--- config.mk ---
export PLATFORM = sky130hd
export DESIGN_NAME = icache_refill_unit
export DESIGN_NICKNAME = d
export VERILOG_FILES = /design/src/rtl/icache_pkg.sv /design/src/rtl/icache_refill_unit.sv
export SDC_FILE = /design/constraint.sdc
export NUM_CORES = 1
export LEC_CHECK = 0
export BUFFER_PORTS_ARGS = -buffer_cell sky130_fd_sc_hd__buf_4
export CORE_ASPECT_RATIO = 0.9
export CORE_MARGIN = 2
export CORE_UTILIZATION = 45
export CTS_BUF_LIST = sky130_fd_sc_hd__clkbuf_16
export DETAILED_ROUTE_END_ITERATION = 8
export PLACE_DENSITY_LB_ADDON = 0.08
export SLEW_MARGIN = 10
export SYNTH_ARGS = -nofsm -noshare
export SYNTH_HDL_FRONTEND = slang
export SYNTH_SLANG_ARGS = --single-unit
--- constraint.sdc ---
create_clock -name clk -period 1.9 [get_ports clk]
set_input_delay 0.285 -clock clk [delete_from_list [all_inputs] [get_ports clk]]
set_output_delay 0.285 -clock clk [all_outputs]
set_load 0.005 [all_outputs]
--- src/rtl/icache_pkg.sv ---
// Shared icache types and geometry helpers.
// Refill FSM state enum plus beat/offset derivations.
package icache_pkg;

  typedef enum logic [1:0] {
    IDLE,
    REQ,
    DATA,
    DONE
  } refill_state_t;

  function automatic int beats_f(
    input int block_w,
    input int mem_w
  );
    return block_w / mem_w;
  endfunction

  function automatic int offset_bits_f(
    input int block_w
  );
    return $clog2(block_w / 8);
  endfunction

endpackage

--- src/rtl/icache_refill_unit.sv ---
// Blocking icache line refill: one burst read per miss, beats assembled.
// Ports: icache side (valid_i/address_i -> ready_o/data_o/busy_o), mem req/resp, refill_count_o.
module icache_refill_unit
  import icache_pkg::*;
#(
  parameter int ADDRESS_BITS = 32,
  parameter int BLOCK_WIDTH  = 256,
  parameter int MEM_WIDTH    = 64
) (
  input  logic                    clk,
  input  logic                    rst_n,
  input  logic                    valid_i,
  input  logic [ADDRESS_BITS-1:0] address_i,
  output logic                    ready_o,
  output logic [BLOCK_WIDTH-1:0]  data_o,
  output logic                    busy_o,
  output logic                    mem_req_valid_o,
  input  logic                    mem_req_ready_i,
  output logic [ADDRESS_BITS-1:0] mem_addr_o,
  output logic [7:0]              mem_len_o,
  input  logic                    mem_resp_valid_i,
  input  logic [MEM_WIDTH-1:0]    mem_resp_data_i,
  output logic [31:0]             refill_count_o
);

  localparam int BEATS       = beats_f(BLOCK_WIDTH, MEM_WIDTH);
  localparam int OFFSET_BITS = offset_bits_f(BLOCK_WIDTH);
  localparam int CNT_W       = $clog2(BEATS);

  localparam logic [CNT_W-1:0] LAST_BEAT = CNT_W'(BEATS - 1);

  refill_state_t    state;
  logic [CNT_W-1:0] beat_cnt;

  // Line offset bits are dropped when forming the block base.
  logic unused_offset;
  assign unused_offset = ^address_i[OFFSET_BITS-1:0];

  assign mem_len_o = 8'(BEATS - 1);

  always_ff @(posedge clk or negedge rst_n) begin
    if (!rst_n) begin
      state           <= IDLE;
      ready_o         <= 1'b0;
      busy_o          <= 1'b0;
      mem_req_valid_o <= 1'b0;
      mem_addr_o      <= '0;
      data_o          <= '0;
      beat_cnt        <= '0;
      refill_count_o  <= '0;
    end else begin
      ready_o <= 1'b0;
      unique case (state)
        IDLE: begin
          if (valid_i) begin
            mem_addr_o <= {address_i[ADDRESS_BITS-1:OFFSET_BITS],
                           {OFFSET_BITS{1'b0}}};
            beat_cnt        <= '0;
            mem_req_valid_o <= 1'b1;
            busy_o          <= 1'b1;
            state           <= REQ;
          end
        end
        REQ: begin
          if (mem_req_ready_i) begin
            mem_req_valid_o <= 1'b0;
            state           <= DATA;
          end
        end
        DATA: begin
          if (mem_resp_valid_i) begin
            data_o[int'(beat_cnt)*MEM_WIDTH +: MEM_WIDTH] <= mem_resp_data_i;
            if (beat_cnt == LAST_BEAT) begin
              beat_cnt <= '0;
              ready_o  <= 1'b1;
              state    <= DONE;
            end else begin
              beat_cnt <= beat_cnt + 1'b1;
            end
          end
        end
        DONE: begin
          busy_o <= 1'b0;
          state  <= IDLE;
          if (refill_count_o != '1) begin
            refill_count_o <= refill_count_o + 32'd1;
          end
        end
        default: state <= IDLE;
      endcase
    end
  end

endmodule

==> impl_summary.log <==
[metrics] count of clock tree sinks: 322
[metrics] number of I/O pins: between 400 and 500
[metrics] maximum number of pins on one net before global-route repair: 71
[metrics] reg2reg end: refill_count_o[21]$_DFFE_PN0P_
[metrics] antenna violations before repair: 0
[metrics] aggregate global routing overflow: 0
[metrics] critical path capture point type: flip-flop
[metrics] Worst Skew: 20.72 ps
[metrics] maximum vdd drop: 743.9 µV
[metrics] result of the run: finished with violations
[metrics] crit start category: flip-flop
[metrics] cell type contributing the most total cell area after synthesis: sky130_fd_sc_hd__dfrtp_1
[metrics] top cells by area in the synthesized netlist: sky130_fd_sc_hd__dfrtp_1 66%, sky130_fd_sc_hd__a22o_1 18%, sky130_fd_sc_hd__mux2_2 2.5%
[metrics] critical path capture point: refill_count_o[21]$_DFFE_PN0P_
[metrics] minimum period implied by the final worst setup slack: 1919 ps
[metrics] cell row count: 57
[metrics] Antenna diodes: 0
[metrics] post-layout util: 65.80%
[metrics] slack of the worst reg-to-reg path: -20 ps
[metrics] First-pass DRT Iterations: 5
[metrics] headroom to the max-slew limit: 43.43%
[metrics] Crit Path Class: flip-flop to flip-flop
[metrics] Core Box Area: 26,820 µm²
[metrics] fraction of power spent switching nets: 27.63%
[metrics] vias per cell: 5.621
[metrics] layout overhead on the synthesized area: 44.56%
[metrics] total via count after detailed routing: 9,640
[metrics] dominant synthesized flop cell: sky130_fd_sc_hd__dfrtp_1
[metrics] die area: ~28,000 µm²
[metrics] number of design rule violations left after detail routing: 0
[metrics] share of the synthesized area in the top cell type: 66.01%
[metrics] Hold Violations, Final: 0
[metrics] warning count from the yosys run: 0
[metrics] Chip Height: roughly 160 µm
[metrics] Final Cell Area: approximately 18,000 µm²
[metrics] overall fraction of global-route tracks in use: 25.72%
[metrics] Routed WL: 37,970 µm
[metrics] Max-cap violations: 0
[metrics] cell family with the largest share of critical-path delay: simple AND/OR/NAND/NOR gates
[metrics] transition time at the pin with the least slew margin: 848.6 ps
[metrics] number of nets with antenna violations after detailed routing: 0
[metrics] via count of the first global-routing pass: about 9,700
[metrics] launch point of the critical path: state[0]$_DFFE_PN0P_
[metrics] synthesized instance count: around 850
[metrics] critical-path cell list: ha_2 > nand4_1 > or3_4 > or4_4 > xnor2_2
[metrics] switching component of the power: 5.439 mW
[metrics] count of state elements after synthesis: around 320
[metrics] startpoint of the lowest-slack register-to-register path: state[0]$_DFFE_PN0P_
[metrics] combined area of the multi-input logic cells: slightly below 4000 µm²
[metrics] Logic pwr share: between 20 and 30%
[metrics] root buffer cell: sky130_fd_sc_hd__clkbuf_16
[metrics] leakage power summed over all cells: 9.090 nW
[metrics] final-report setup violation count: 8
[metrics] power per cell area: 1116 nW/µm²
[metrics] routed wire length per instance: about 22 µm
[metrics] relative contribution of sequential cells to total power: between 40 and 50%
[metrics] arrival time of data at the critical path endpoint: 2300 ps
[metrics] iteration-0 DRC count of the detailed router: 668
[metrics] number of buffers between clock root and the deepest sink: 3
[metrics] horizontal die dimension: roughly 180 µm
[metrics] worst-case setup margin in the final layout: -19.43 ps
[metrics] dominant cell by count in the synthesized netlist: sky130_fd_sc_hd__dfrtp_1
[metrics] dpl ws: -37.12 ps
[metrics] largest fanout on the critical path: 5
[metrics] Unique masters post-synth: 48
[metrics] logic depth of the worst setup path including buffers: 5
[metrics] clock power share: 30.2%
[metrics] R2R depth: 5
[metrics] global-route wire length before repair: 57,300 µm
[metrics] fraction of layout instances using a drive strength above 1: roughly 45%
[metrics] CTS Buf Count: 35
[metrics] IO buf count: roughly 410
[metrics] Data required, critical path: 2280 ps
[metrics] number of filler cells placed in the layout: 2,112
[metrics] clock latency reported for the late side of the worst-skew pair: between 500 and 600 ps
[metrics] final RePlAce weighted congestion: 0.7976
[metrics] share of the clock period used by the worst path: 101.0%
[metrics] clock tree from TritonCTS: yes
[metrics] initial core utilization: 45.52%
[metrics] Worst Path Buf+Inv: 0
[metrics] mean area per synthesized cell: about 14 µm²
[metrics] Netlist Area Pre-Place: between 10,000 and 15,000 µm²
[metrics] share of flip-flops with an asynchronous set or reset: 100.0%
[metrics] type of the most critical hold path: primary input to flip-flop
[metrics] net total in the final layout: about 1,500
[metrics] register area share after synthesis: 66.01%
[metrics] Max Clk Rate: 521.0 MHz
[metrics] slowest cell on the critical path: sky130_fd_sc_hd__or4_4
[metrics] Overall Power: 19.69 mW
[metrics] CTS clk-pin slew, worst paths: 60 ps
[metrics] failing checks: negative setup slack
[metrics] HPWL after DPL: 25,580 µm
[metrics] unrepaired setup endpoints after global routing: true
[metrics] Internal: 14.25 mW
[metrics] H-tree depth reported by CTS: 2
[metrics] count of pins over their slew limit: 0
[metrics] FF/Latch Area: roughly 8100 µm²
[metrics] Post-synth EDFFs: 0
[metrics] Largest stage delay, worst path: between 500 and 600 ps
[metrics] post-placement cell area: 16,360 µm²
[metrics] top cell types by occurrence after synthesis: 322 x sky130_fd_sc_hd__dfrtp_1, 257 x sky130_fd_sc_hd__a22o_1, 43 x sky130_fd_sc_hd__clkbuf_1
-- cell usage in the layout, fill, tap and decap left out, drive strengths merged, types with 7 or more instances in the layout --
| cell | netlist | final |
|---|---|---|
| xnor2 | 19 | 19 |
| a21oi | 7 | 7 |
| conb | 2 | 13 |
| o21ai | 9 | 9 |
| dfrtp | 322 | 322 |
| nand2 | 21 | 21 |
| buf | 29 | 503 |
| nand3 | 24 | 24 |
| clkinv | 0 | 15 |
| mux2 | 28 | 28 |
| ha | 11 | 11 |
| a22o | 257 | 257 |
| inv | 8 | 16 |
| and3 | 7 | 7 |
| nor2 | 10 | 10 |
| clkbuf | 43 | 40 |
| nand4 | 12 | 12 |
-- worst reg2reg max path, delay by kind of cell, from the launching register on --
kind / cells / cell delay [ps]
flops: 1 / 380
xor+xnor: 1 / 140
fa+ha+maj: 1 / 220
simple gates: 3 / 1060
-- repair_timing --
action / in CTS / in global routing
hold buffers: 3 / 0
buffers inserted: 0 / 6
pin swaps: 6 / 5
endpoints found under the setup margin: 66 / 225
gates resized for setup: 3 / 19
endpoints found under the hold margin: 56 / 0
gates cloned: 0 / 6
-- area by class of cell --
| class | instances | share of cell area (%) |
|---|---|---|
| Sequential cell | 322 | 45.69 |
| Timing Repair Buffer | 511 | 23.75 |
| Multi-Input combinational cell | 462 | 22.32 |
| Clock buffer | 35 | 4.963 |
| Tap cell | 354 | 2.510 |
| Clock inverter | 23 | 0.5885 |
| Inverter | 8 | 0.1844 |
-- per-stage QoR --
stage,hold WS [ps],std cells,setup TNS [ps]
after floorplan,-10.59,864,0
after global placement,308.4,1642,-469.5
after detailed placement,311.8,1642,-1290
after CTS,2.271,1703,-403.1
after global routing,8.269,1715,-5866
final,20.56,1715,-80.53
-- power by group through the flow --
stage               Clock [mW]  Sequential [mW]  Combinational [mW]
detailed placement           0             8.80                4.98
floorplan                    0             8.83                1.85
finish                    5.95             8.72                5.02
CTS                       6.09             8.71                5.00
global route              6.40             8.85                5.46
global placement             0             8.76                4.92
-- layer usage --
layer | GRT usage [%] | vias up | part of all wire (%) | wire length, µm
met2 | 40.93 | 448 | 48 | 18070
met1 | 34.73 | 4931 | 40 | 15360
li1 | - | 4187 | - | -
met5 | 0 | - | 0 | 0
met4 | 8.048 | 0 | 3.0 | 1155
met3 | 6.595 | 74 | 8.9 | 3381
-- sequential cells by signal, summed over array words and instances (netlist names) --
signal / count
mem_req_valid_o: 1
ready_o: 1
mem_addr_o: 27
refill_count_o: 32
busy_o: 1
state: 2
beat_cnt: 2
data_o: 256
-- worst min-delay path by stage --
stage                        start                             end  slack, ps  cells past startpoint
6_report       mem_resp_data_i[55]         data_o[247]$_DFFE_PN0P_         20                      2
5_1_grt              address_i[20]      mem_addr_o[20]$_DFFE_PN0P_          8                      2
4_1_cts              address_i[19]      mem_addr_o[19]$_DFFE_PN0P_          2                      2
3_5_place_dp                 rst_n  refill_count_o[22]$_DFFE_PN0P_        310                      1
3_3_place_gp                 rst_n  refill_count_o[22]$_DFFE_PN0P_        310                      1
2_1_floorplan                rst_n         beat_cnt[0]$_DFFE_PN0P_        -10                      0
-- cells by family (layout without fill, tap and decap cells) --
| kind of cell | count (synthesis) | count (layout) | synth area share [%] |
|---|---|---|---|
| fa+ha+maj | 11 | 11 | 1.127 |
| simple gates | 105 | 105 | 5.176 |
| compound gates | 281 | 281 | 19.81 |
| flops | 322 | 322 | 66.01 |
| mux | 28 | 28 | 2.583 |
| other cells | 2 | 13 | 0.06152 |
| buf+inv | 80 | 577 | 3.382 |
| xor+xnor | 24 | 24 | 1.845 |
Power figures use the tool's default switching activity.
